$ cat config.mk
export PLATFORM = sky130hd
export DESIGN_NAME = fpu_wb_arbiter_flat
export DESIGN_NICKNAME = d
export VERILOG_FILES = /design/src/rtl/fpu_wb_arbiter_if.sv /design/src/rtl/fpu_wb_arbiter.sv /design/src/flat_wrapper.sv
export SDC_FILE = /design/constraint.sdc
export NUM_CORES = 2
export LEC_CHECK = 0
export CORE_UTILIZATION = 55
export CTS_CLUSTER_DIAMETER = 40
export DETAILED_ROUTE_END_ITERATION = 7
export GPL_TIMING_DRIVEN = 0
export PLACE_DENSITY = 0.75
export SKIP_LAST_GASP = 1
export SYNTH_ARGS = -nofsm -noshare
export SYNTH_HDL_FRONTEND = slang
export SYNTH_SLANG_ARGS = --single-unit
$ cat constraint.sdc
create_clock -name clk -period 17.1 [get_ports clk]
set_input_delay 1.71 -clock clk [delete_from_list [all_inputs] [get_ports clk]]
set_output_delay 1.71 -clock clk [all_outputs]
set_load 0.02 [all_outputs]
$ cat src/rtl/fpu_wb_arbiter_if.sv
// Bus between the FPU result sources and the writeback arbiter.
// The arbiter uses the slave modport and the result producers use the master modport.
interface fpu_wb_arbiter_if #(
  parameter int N_SRC = 14,
  parameter int N_WP  = 2
);
  logic [N_SRC-1:0]    src_valid;
  logic [N_SRC*5-1:0]  src_rd;
  logic [N_SRC*32-1:0] src_data;
  logic [N_WP-1:0]     wb_valid;
  logic [N_WP*5-1:0]   wb_rd;
  logic [N_WP*32-1:0]  wb_data;
  logic                stall;
  logic                overflow;
  logic                busy;

  modport master (
    output src_valid, src_rd, src_data,
    input  wb_valid, wb_rd, wb_data, stall, overflow, busy
  );

  modport slave (
    input  src_valid, src_rd, src_data,
    output wb_valid, wb_rd, wb_data, stall, overflow, busy
  );
endinterface

$ cat src/rtl/fpu_wb_arbiter.sv
// Funnels results from N_SRC fixed-latency FPU pipelines onto N_WP GPR write ports.
// Each source owns a small FIFO; a rotating-priority arbiter drains up to N_WP heads per cycle.
module fpu_wb_arbiter #(
  parameter int N_SRC  = 14,
  parameter int DEPTH  = 4,
  parameter int N_WP   = 2,
  parameter int ALMOST = 2
) (
  input  logic             clk,
  input  logic             rstn,
  fpu_wb_arbiter_if.slave  bus
);

  localparam int PTR_W = $clog2(DEPTH);
  localparam int CNT_W = PTR_W + 1;
  localparam int IDX_W = $clog2(N_SRC);
  localparam int ENT_W = 37;

  logic [IDX_W-1:0]     r_rr;
  logic [N_WP-1:0]      r_wb_valid;
  logic [N_WP*5-1:0]    r_wb_rd;
  logic [N_WP*32-1:0]   r_wb_data;
  logic                 r_overflow;

  logic [N_SRC-1:0]     w_nonempty;
  logic [N_SRC-1:0]     w_almost;
  logic [N_SRC-1:0]     w_drop;
  logic [N_SRC-1:0]     w_pop;
  logic [ENT_W-1:0]     w_head [N_SRC];

  logic [2*N_SRC-1:0]   w_ne2;
  logic [2*N_SRC-1:0]   w_pop2;
  logic [N_SRC-1:0]     w_rot;
  logic [N_SRC-1:0]     w_rot_pop;
  logic [IDX_W:0]       w_gnt_cnt;
  logic [N_WP-1:0]      w_gnt_vld;
  logic [IDX_W-1:0]     w_gnt_dist [N_WP];
  logic [IDX_W-1:0]     w_gnt_idx  [N_WP];
  logic [IDX_W-1:0]     w_last_dist;
  logic [IDX_W:0]       w_rr_sum;
  logic [IDX_W-1:0]     w_rr_next;

  // Per-source FIFO: a full queue still accepts a push when it is popped in the same cycle.
  genvar gi;
  generate
    for (gi = 0; gi < N_SRC; gi++) begin : g_q
      logic [ENT_W-1:0] r_mem [DEPTH];
      logic [PTR_W-1:0] r_wptr;
      logic [PTR_W-1:0] r_rptr;
      logic [CNT_W-1:0] r_cnt;
      logic             w_full;
      logic             w_push;

      assign w_full         = (r_cnt == CNT_W'(DEPTH));
      assign w_push         = bus.src_valid[gi] & (~w_full | w_pop[gi]);
      assign w_drop[gi]     = bus.src_valid[gi] & w_full & ~w_pop[gi];
      assign w_nonempty[gi] = (r_cnt != '0);
      assign w_almost[gi]   = (r_cnt >= CNT_W'(DEPTH - ALMOST));
      assign w_head[gi]     = r_mem[r_rptr];

      always_ff @(posedge clk) begin
        if (w_push) begin
          r_mem[r_wptr] <= {bus.src_rd[5*gi +: 5], bus.src_data[32*gi +: 32]};
        end
      end

      always_ff @(posedge clk) begin
        if (!rstn) begin
          r_wptr <= '0;
          r_rptr <= '0;
          r_cnt  <= '0;
        end else begin
          if (w_push) r_wptr <= r_wptr + PTR_W'(1);
          if (w_pop[gi]) r_rptr <= r_rptr + PTR_W'(1);
          case ({w_push, w_pop[gi]})
            2'b10:   r_cnt <= r_cnt + CNT_W'(1);
            2'b01:   r_cnt <= r_cnt - CNT_W'(1);
            default: r_cnt <= r_cnt;
          endcase
        end
      end
    end
  endgenerate

  // Rotate occupancy so that bit d is source (rr+d) mod N_SRC; priority is then plain LSB-first.
  assign w_ne2 = {w_nonempty, w_nonempty} >> r_rr;
  assign w_rot = w_ne2[N_SRC-1:0];

  always_comb begin
    w_rot_pop = '0;
    w_gnt_vld = '0;
    w_gnt_cnt = '0;
    for (int p = 0; p < N_WP; p++) w_gnt_dist[p] = '0;
    for (int d = 0; d < N_SRC; d++) begin
      if (w_rot[d]) begin
        for (int p = 0; p < N_WP; p++) begin
          if (w_gnt_cnt == (IDX_W+1)'(p)) begin
            w_gnt_vld[p]  = 1'b1;
            w_gnt_dist[p] = IDX_W'(d);
            w_rot_pop[d]  = 1'b1;
          end
        end
        w_gnt_cnt = w_gnt_cnt + (IDX_W+1)'(1);
      end
    end
  end

  // Undo the rotation: pop bit i comes from rotated position (i - rr) mod N_SRC.
  assign w_pop2 = {w_rot_pop, w_rot_pop} << r_rr;
  assign w_pop  = w_pop2[2*N_SRC-1:N_SRC];

  generate
    for (gi = 0; gi < N_WP; gi++) begin : g_idx
      logic [IDX_W:0] w_sum;
      assign w_sum = {1'b0, r_rr} + {1'b0, w_gnt_dist[gi]};
      assign w_gnt_idx[gi] = (w_sum >= (IDX_W+1)'(N_SRC)) ?
                             IDX_W'(w_sum - (IDX_W+1)'(N_SRC)) : w_sum[IDX_W-1:0];
    end
  endgenerate

  always_comb begin
    w_last_dist = '0;
    for (int p = 0; p < N_WP; p++) begin
      if (w_gnt_vld[p]) w_last_dist = w_gnt_dist[p];
    end
  end

  assign w_rr_sum  = {1'b0, r_rr} + {1'b0, w_last_dist} + (IDX_W+1)'(1);
  assign w_rr_next = (w_rr_sum >= (IDX_W+1)'(N_SRC)) ?
                     IDX_W'(w_rr_sum - (IDX_W+1)'(N_SRC)) : w_rr_sum[IDX_W-1:0];

  // Ungranted ports drop valid but keep their last rd/data.
  always_ff @(posedge clk) begin
    if (!rstn) begin
      r_rr       <= '0;
      r_wb_valid <= '0;
      r_wb_rd    <= '0;
      r_wb_data  <= '0;
      r_overflow <= 1'b0;
    end else begin
      if (|w_gnt_vld) r_rr <= w_rr_next;
      if (|w_drop) r_overflow <= 1'b1;
      r_wb_valid <= w_gnt_vld;
      for (int p = 0; p < N_WP; p++) begin
        if (w_gnt_vld[p]) begin
          r_wb_rd[5*p +: 5]    <= w_head[w_gnt_idx[p]][36:32];
          r_wb_data[32*p +: 32] <= w_head[w_gnt_idx[p]][31:0];
        end
      end
    end
  end

  assign bus.wb_valid = r_wb_valid;
  assign bus.wb_rd    = r_wb_rd;
  assign bus.wb_data  = r_wb_data;
  assign bus.overflow = r_overflow;
  assign bus.stall    = |w_almost;
  assign bus.busy     = (|w_nonempty) | (|r_wb_valid);

endmodule

$ cat src/flat_wrapper.sv
// flat-port wrapper written by rule: the top's interface ports become plain ports
module fpu_wb_arbiter_flat 
#(
  parameter int N_SRC  = 14,
  parameter int DEPTH  = 4,
  parameter int N_WP   = 2,
  parameter int ALMOST = 2
)
  (clk, rstn, bus_src_valid, bus_src_rd, bus_src_data, bus_wb_valid, bus_wb_rd, bus_wb_data, bus_stall, bus_overflow, bus_busy);
  fpu_wb_arbiter_if #(.N_SRC(N_SRC), .N_WP(N_WP)) bus_i ();
  input  logic clk;
  input  logic rstn;
  input wire logic [$bits(bus_i.src_valid)-1:0] bus_src_valid;
  input wire logic [$bits(bus_i.src_rd)-1:0] bus_src_rd;
  input wire logic [$bits(bus_i.src_data)-1:0] bus_src_data;
  output wire logic [$bits(bus_i.wb_valid)-1:0] bus_wb_valid;
  output wire logic [$bits(bus_i.wb_rd)-1:0] bus_wb_rd;
  output wire logic [$bits(bus_i.wb_data)-1:0] bus_wb_data;
  output wire logic [$bits(bus_i.stall)-1:0] bus_stall;
  output wire logic [$bits(bus_i.overflow)-1:0] bus_overflow;
  output wire logic [$bits(bus_i.busy)-1:0] bus_busy;
  assign bus_i.src_valid = bus_src_valid;
  assign bus_i.src_rd = bus_src_rd;
  assign bus_i.src_data = bus_src_data;
  assign bus_wb_valid = bus_i.wb_valid;
  assign bus_wb_rd = bus_i.wb_rd;
  assign bus_wb_data = bus_i.wb_data;
  assign bus_stall = bus_i.stall;
  assign bus_overflow = bus_i.overflow;
  assign bus_busy = bus_i.busy;
  fpu_wb_arbiter #(.N_SRC(N_SRC), .DEPTH(DEPTH), .N_WP(N_WP), .ALMOST(ALMOST)) u_core (.clk(clk), .rstn(rstn), .bus(bus_i));
endmodule
==> results.sh <==
export IMPL_cts_sinks=2279
export IMPL_yosys_area_top_type="edfxtp_1"
export IMPL_wire_per_inst_um=35.9
export IMPL_violations="design-rule violations, max-capacitance violations, max-slew violations"
export IMPL_grt_max_degree=34
export IMPL_synth_async_reset_ratio_pct=0
export IMPL_fill_cells=11500
export IMPL_clk_latency_ns=0.98
export IMPL_core_um2=176000
export IMPL_cp_start_kind="flip-flop"
export IMPL_synth_top_cell_area_share_pct=63.5
export IMPL_syn_area_um2=98000
export IMPL_finalHoldViolCount=0
export IMPL_rrSetupSlack_ns=0.53
export IMPL_via_count=59300
export IMPL_crit_path_max_incr_delay_ns=0.69
export IMPL_holdCritPathClass="flip-flop to flip-flop"
export IMPL_crit_slowest_cell="a221oi_1"
export IMPL_outcome="finished with violations"
export IMPL_final_layout_size_suffix_gt1_share_pct=24.1
export IMPL_max_slew_margin_rel_pct=-4.62
export IMPL_port_buffers=612
export IMPL_hpwl_um=236000
export IMPL_fin_crit_ns=16.57
export IMPL_tightest_slew_ns=1.57
export IMPL_rsz0062_at_grt="yes"
export IMPL_synth_cell_types=111
export IMPL_synth_edf_count=2072
export IMPL_grt_ovfl_total=0
export IMPL_routabilityCongestion=0.988
export IMPL_nets=6951
export IMPL_start_util_pct=55.5
export IMPL_synth_area_per_cell_um2=18.5
export IMPL_pin_count=613
export IMPL_synth_net_count=5975
export IMPL_clock_fmax_ghz=0.0603
export IMPL_maxSlewViolCount=11
export IMPL_num_rows=154
export IMPL_period_share_pct=96.9
export IMPL_synth_area_leaders="edfxtp_1 (63%), mux4_2 (15%), dfxtp_1 (4.2%), mux2i_1 (3.3%), ha_1 (1.5%)"
export IMPL_arrival_ns=17.35
export IMPL_synth_seq_area_share_pct=67.7
export IMPL_cts_root_buf="clkbuf_16"
export IMPL_crit_required_ns=17.88
export IMPL_cp_common_cell="ha_1"
export IMPL_grt_pass1_wl_um=438000
export IMPL_r2r_cells=64
export IMPL_critPathCapture="u_core.bus.wb_data[34]"
export IMPL_fin_worst_skew_ns=0.0918
export IMPL_path_clk_slew_ns=0.05
export IMPL_grt_pass1_vias=58600
export IMPL_vias_per_cell=6.63
export IMPL_cts_inserted_buffers=306
export IMPL_startpoint="u_core.r_rr[2]"
export IMPL_grt_usage_pct=35.4
export IMPL_multiInputGateArea_um2=30400
export IMPL_wirelength_um=321000
export IMPL_crit_path_max_fanout=10
export IMPL_post_synth_top_count_cell="edfxtp_1"
export IMPL_drc_errors=32
export IMPL_cts_max_level=5
export IMPL_setup_tns_ns=0
export IMPL_syn_inst=5303
export IMPL_ys_flop_type="edfxtp_1"
export IMPL_area_growth_synth_to_final_pct=21.3
export IMPL_final_antenna_net_count=0
export IMPL_r2r_start="u_core.r_rr[2]"
export IMPL_synth_seq_cells=2279
export IMPL_first_pass_iters=8
export IMPL_die_area_um2=180000
export IMPL_die_h_um=424
export IMPL_yosys_warnings=0
export IMPL_drt_initial_drc_count=7842
export IMPL_chipWidth_um=424
export IMPL_synth_common_cells="edfxtp_1 (2,072), mux4_2 (671), mux2i_1 (328), nor2_1 (284), clkbuf_1 (222)"
export IMPL_grt_antenna_before_repair=131
export IMPL_setup_worst_path_end_class="flip-flop"
export IMPL_reg2reg_to="u_core.bus.wb_data[34]"
export IMPL_maxCapViolCount=1
export IMPL_setup_violations=0
export IMPL_criticalPathCategory="flip-flop to flip-flop"
export IMPL_clockBufferDepth=4
export IMPL_seqCellArea_um2=66400
export IMPL_cts_tree="done"
[what timing repair did]
action	4_1_cts	5_1_grt
pin swaps	1	0
resized for setup	69	117
setup endpoints to repair	74	74
buffers inserted	2	0
hold buffers	0	0
[worst max-delay path: cells and delay by family, from the launching register on]
kind / cells / cell delay, ns
simple gates: 13 / 3.27
fa+ha+maj: 14 / 4.42
xor+xnor: 1 / 0.32
compound gates: 21 / 4.55
buf+inv: 12 / 2.36
mux: 3 / 1.01
flops: 1 / 0.46
[cell families (layout without fill, tap and decap cells)]
kind of cell,count (synthesis),after routing,synth area share [%]
muxes,1080,1080,19.7
DFF,2279,2279,67.7
xor gates and xnor gates,106,106,1.16
AOI/OAI and AO/OA,576,576,4.22
and+or+nand+nor,686,686,3.59
other,0,92,0
buffers and inverters,438,1643,1.74
adders and majority gates,138,138,1.90
[metal layers]
metal | vias to the layer above | part of all wire (%) | GRT usage [%]
li1 | 23900 | - | -
met1 | 30500 | 34 | 42.9
met2 | 3869 | 48 | 55.5
met3 | 968 | 9.4 | 7.43
met4 | 50 | 9.3 | 28.2
met5 | - | 0.096 | 0
[stage by stage]
step           setup slack [ns]  utilization, %  area (µm²)  hold WS, ns  cells
6_report                  0.526            67.4      119000        0.487   8940
5_1_grt                  -0.100            67.4      119000        0.521   8935
4_1_cts                  0.0107            67.1      118000        0.486   8849
3_5_place_dp              -1.54            61.4      108000        0.474   8312
3_3_place_gp              -1.99            60.7      107000        0.468   8255
2_1_floorplan              3.08               -       98000        0.460   5303
[sequential cells by signal (all words and copies together), names as in the netlist, named ones only]
name                 count
u_core.bus.overflow      1
u_core.g_q.r_rptr       28
u_core.bus.wb_rd        10
u_core.g_q.r_cnt        42
u_core.bus.wb_valid      2
u_core.g_q.r_mem      2072
u_core.bus.wb_data      64
u_core.r_rr              4
u_core.g_q.r_wptr       28
[layout make-up]
cell class / count / share of cell area [%]
Sequential cell: 2279 / 55.8
Multi-Input combinational cell: 2586 / 25.6
Clock buffer: 353 / 6.79
Timing Repair Buffer: 671 / 6.12
Tap cell: 2340 / 2.46
Clock inverter: 184 / 1.51
Buffer: 290 / 1.08
Inverter: 145 / 0.458
Antenna cell: 92 / 0.194
[how the worst min path moves through the flow]
stage                     slack (ns)                    start  cells after the start                      to
after floorplan                 0.46  u_core.g_q[9].r_rptr[1]                      2               flip-flop
after global placement          0.47   u_core.bus.wb_data[50]                      2  u_core.bus.wb_data[50]
after detailed placement        0.47    u_core.bus.wb_data[1]                      2   u_core.bus.wb_data[1]
after CTS                       0.49    u_core.bus.wb_data[1]                      2   u_core.bus.wb_data[1]
after global routing            0.52    u_core.bus.wb_data[3]                      2   u_core.bus.wb_data[3]
final                           0.49    u_core.bus.wb_data[1]                      2   u_core.bus.wb_data[1]
[layout by cell type (no fill, tap or decap), types with 40 or more instances in the layout]
| master | instances |
|---|---|
| nand2_1 | 91 |
| and2_2 | 40 |
| edfxtp_1 | 2072 |
| inv_1 | 140 |
| dfxtp_1 | 205 |
| nor2_1 | 272 |
| xor2_1 | 46 |
| clkdlybuf4s50_1 | 612 |
| clkbuf_1 | 213 |
| o21ai_0 | 55 |
| mux4_2 | 671 |
| buf_12 | 57 |
| clkinv_2 | 43 |
| clkbuf_16 | 315 |
| a21oi_1 | 164 |
| a211oi_1 | 90 |
| mux2i_1 | 328 |
| ha_1 | 120 |
| a221oi_1 | 54 |
| diode_2 | 92 |
| mux2_2 | 80 |
| xnor2_1 | 42 |
Power is left out: the tool's default activity adds up to more than one toggle a clock period on the data nets, which glitch-free logic cannot reach.
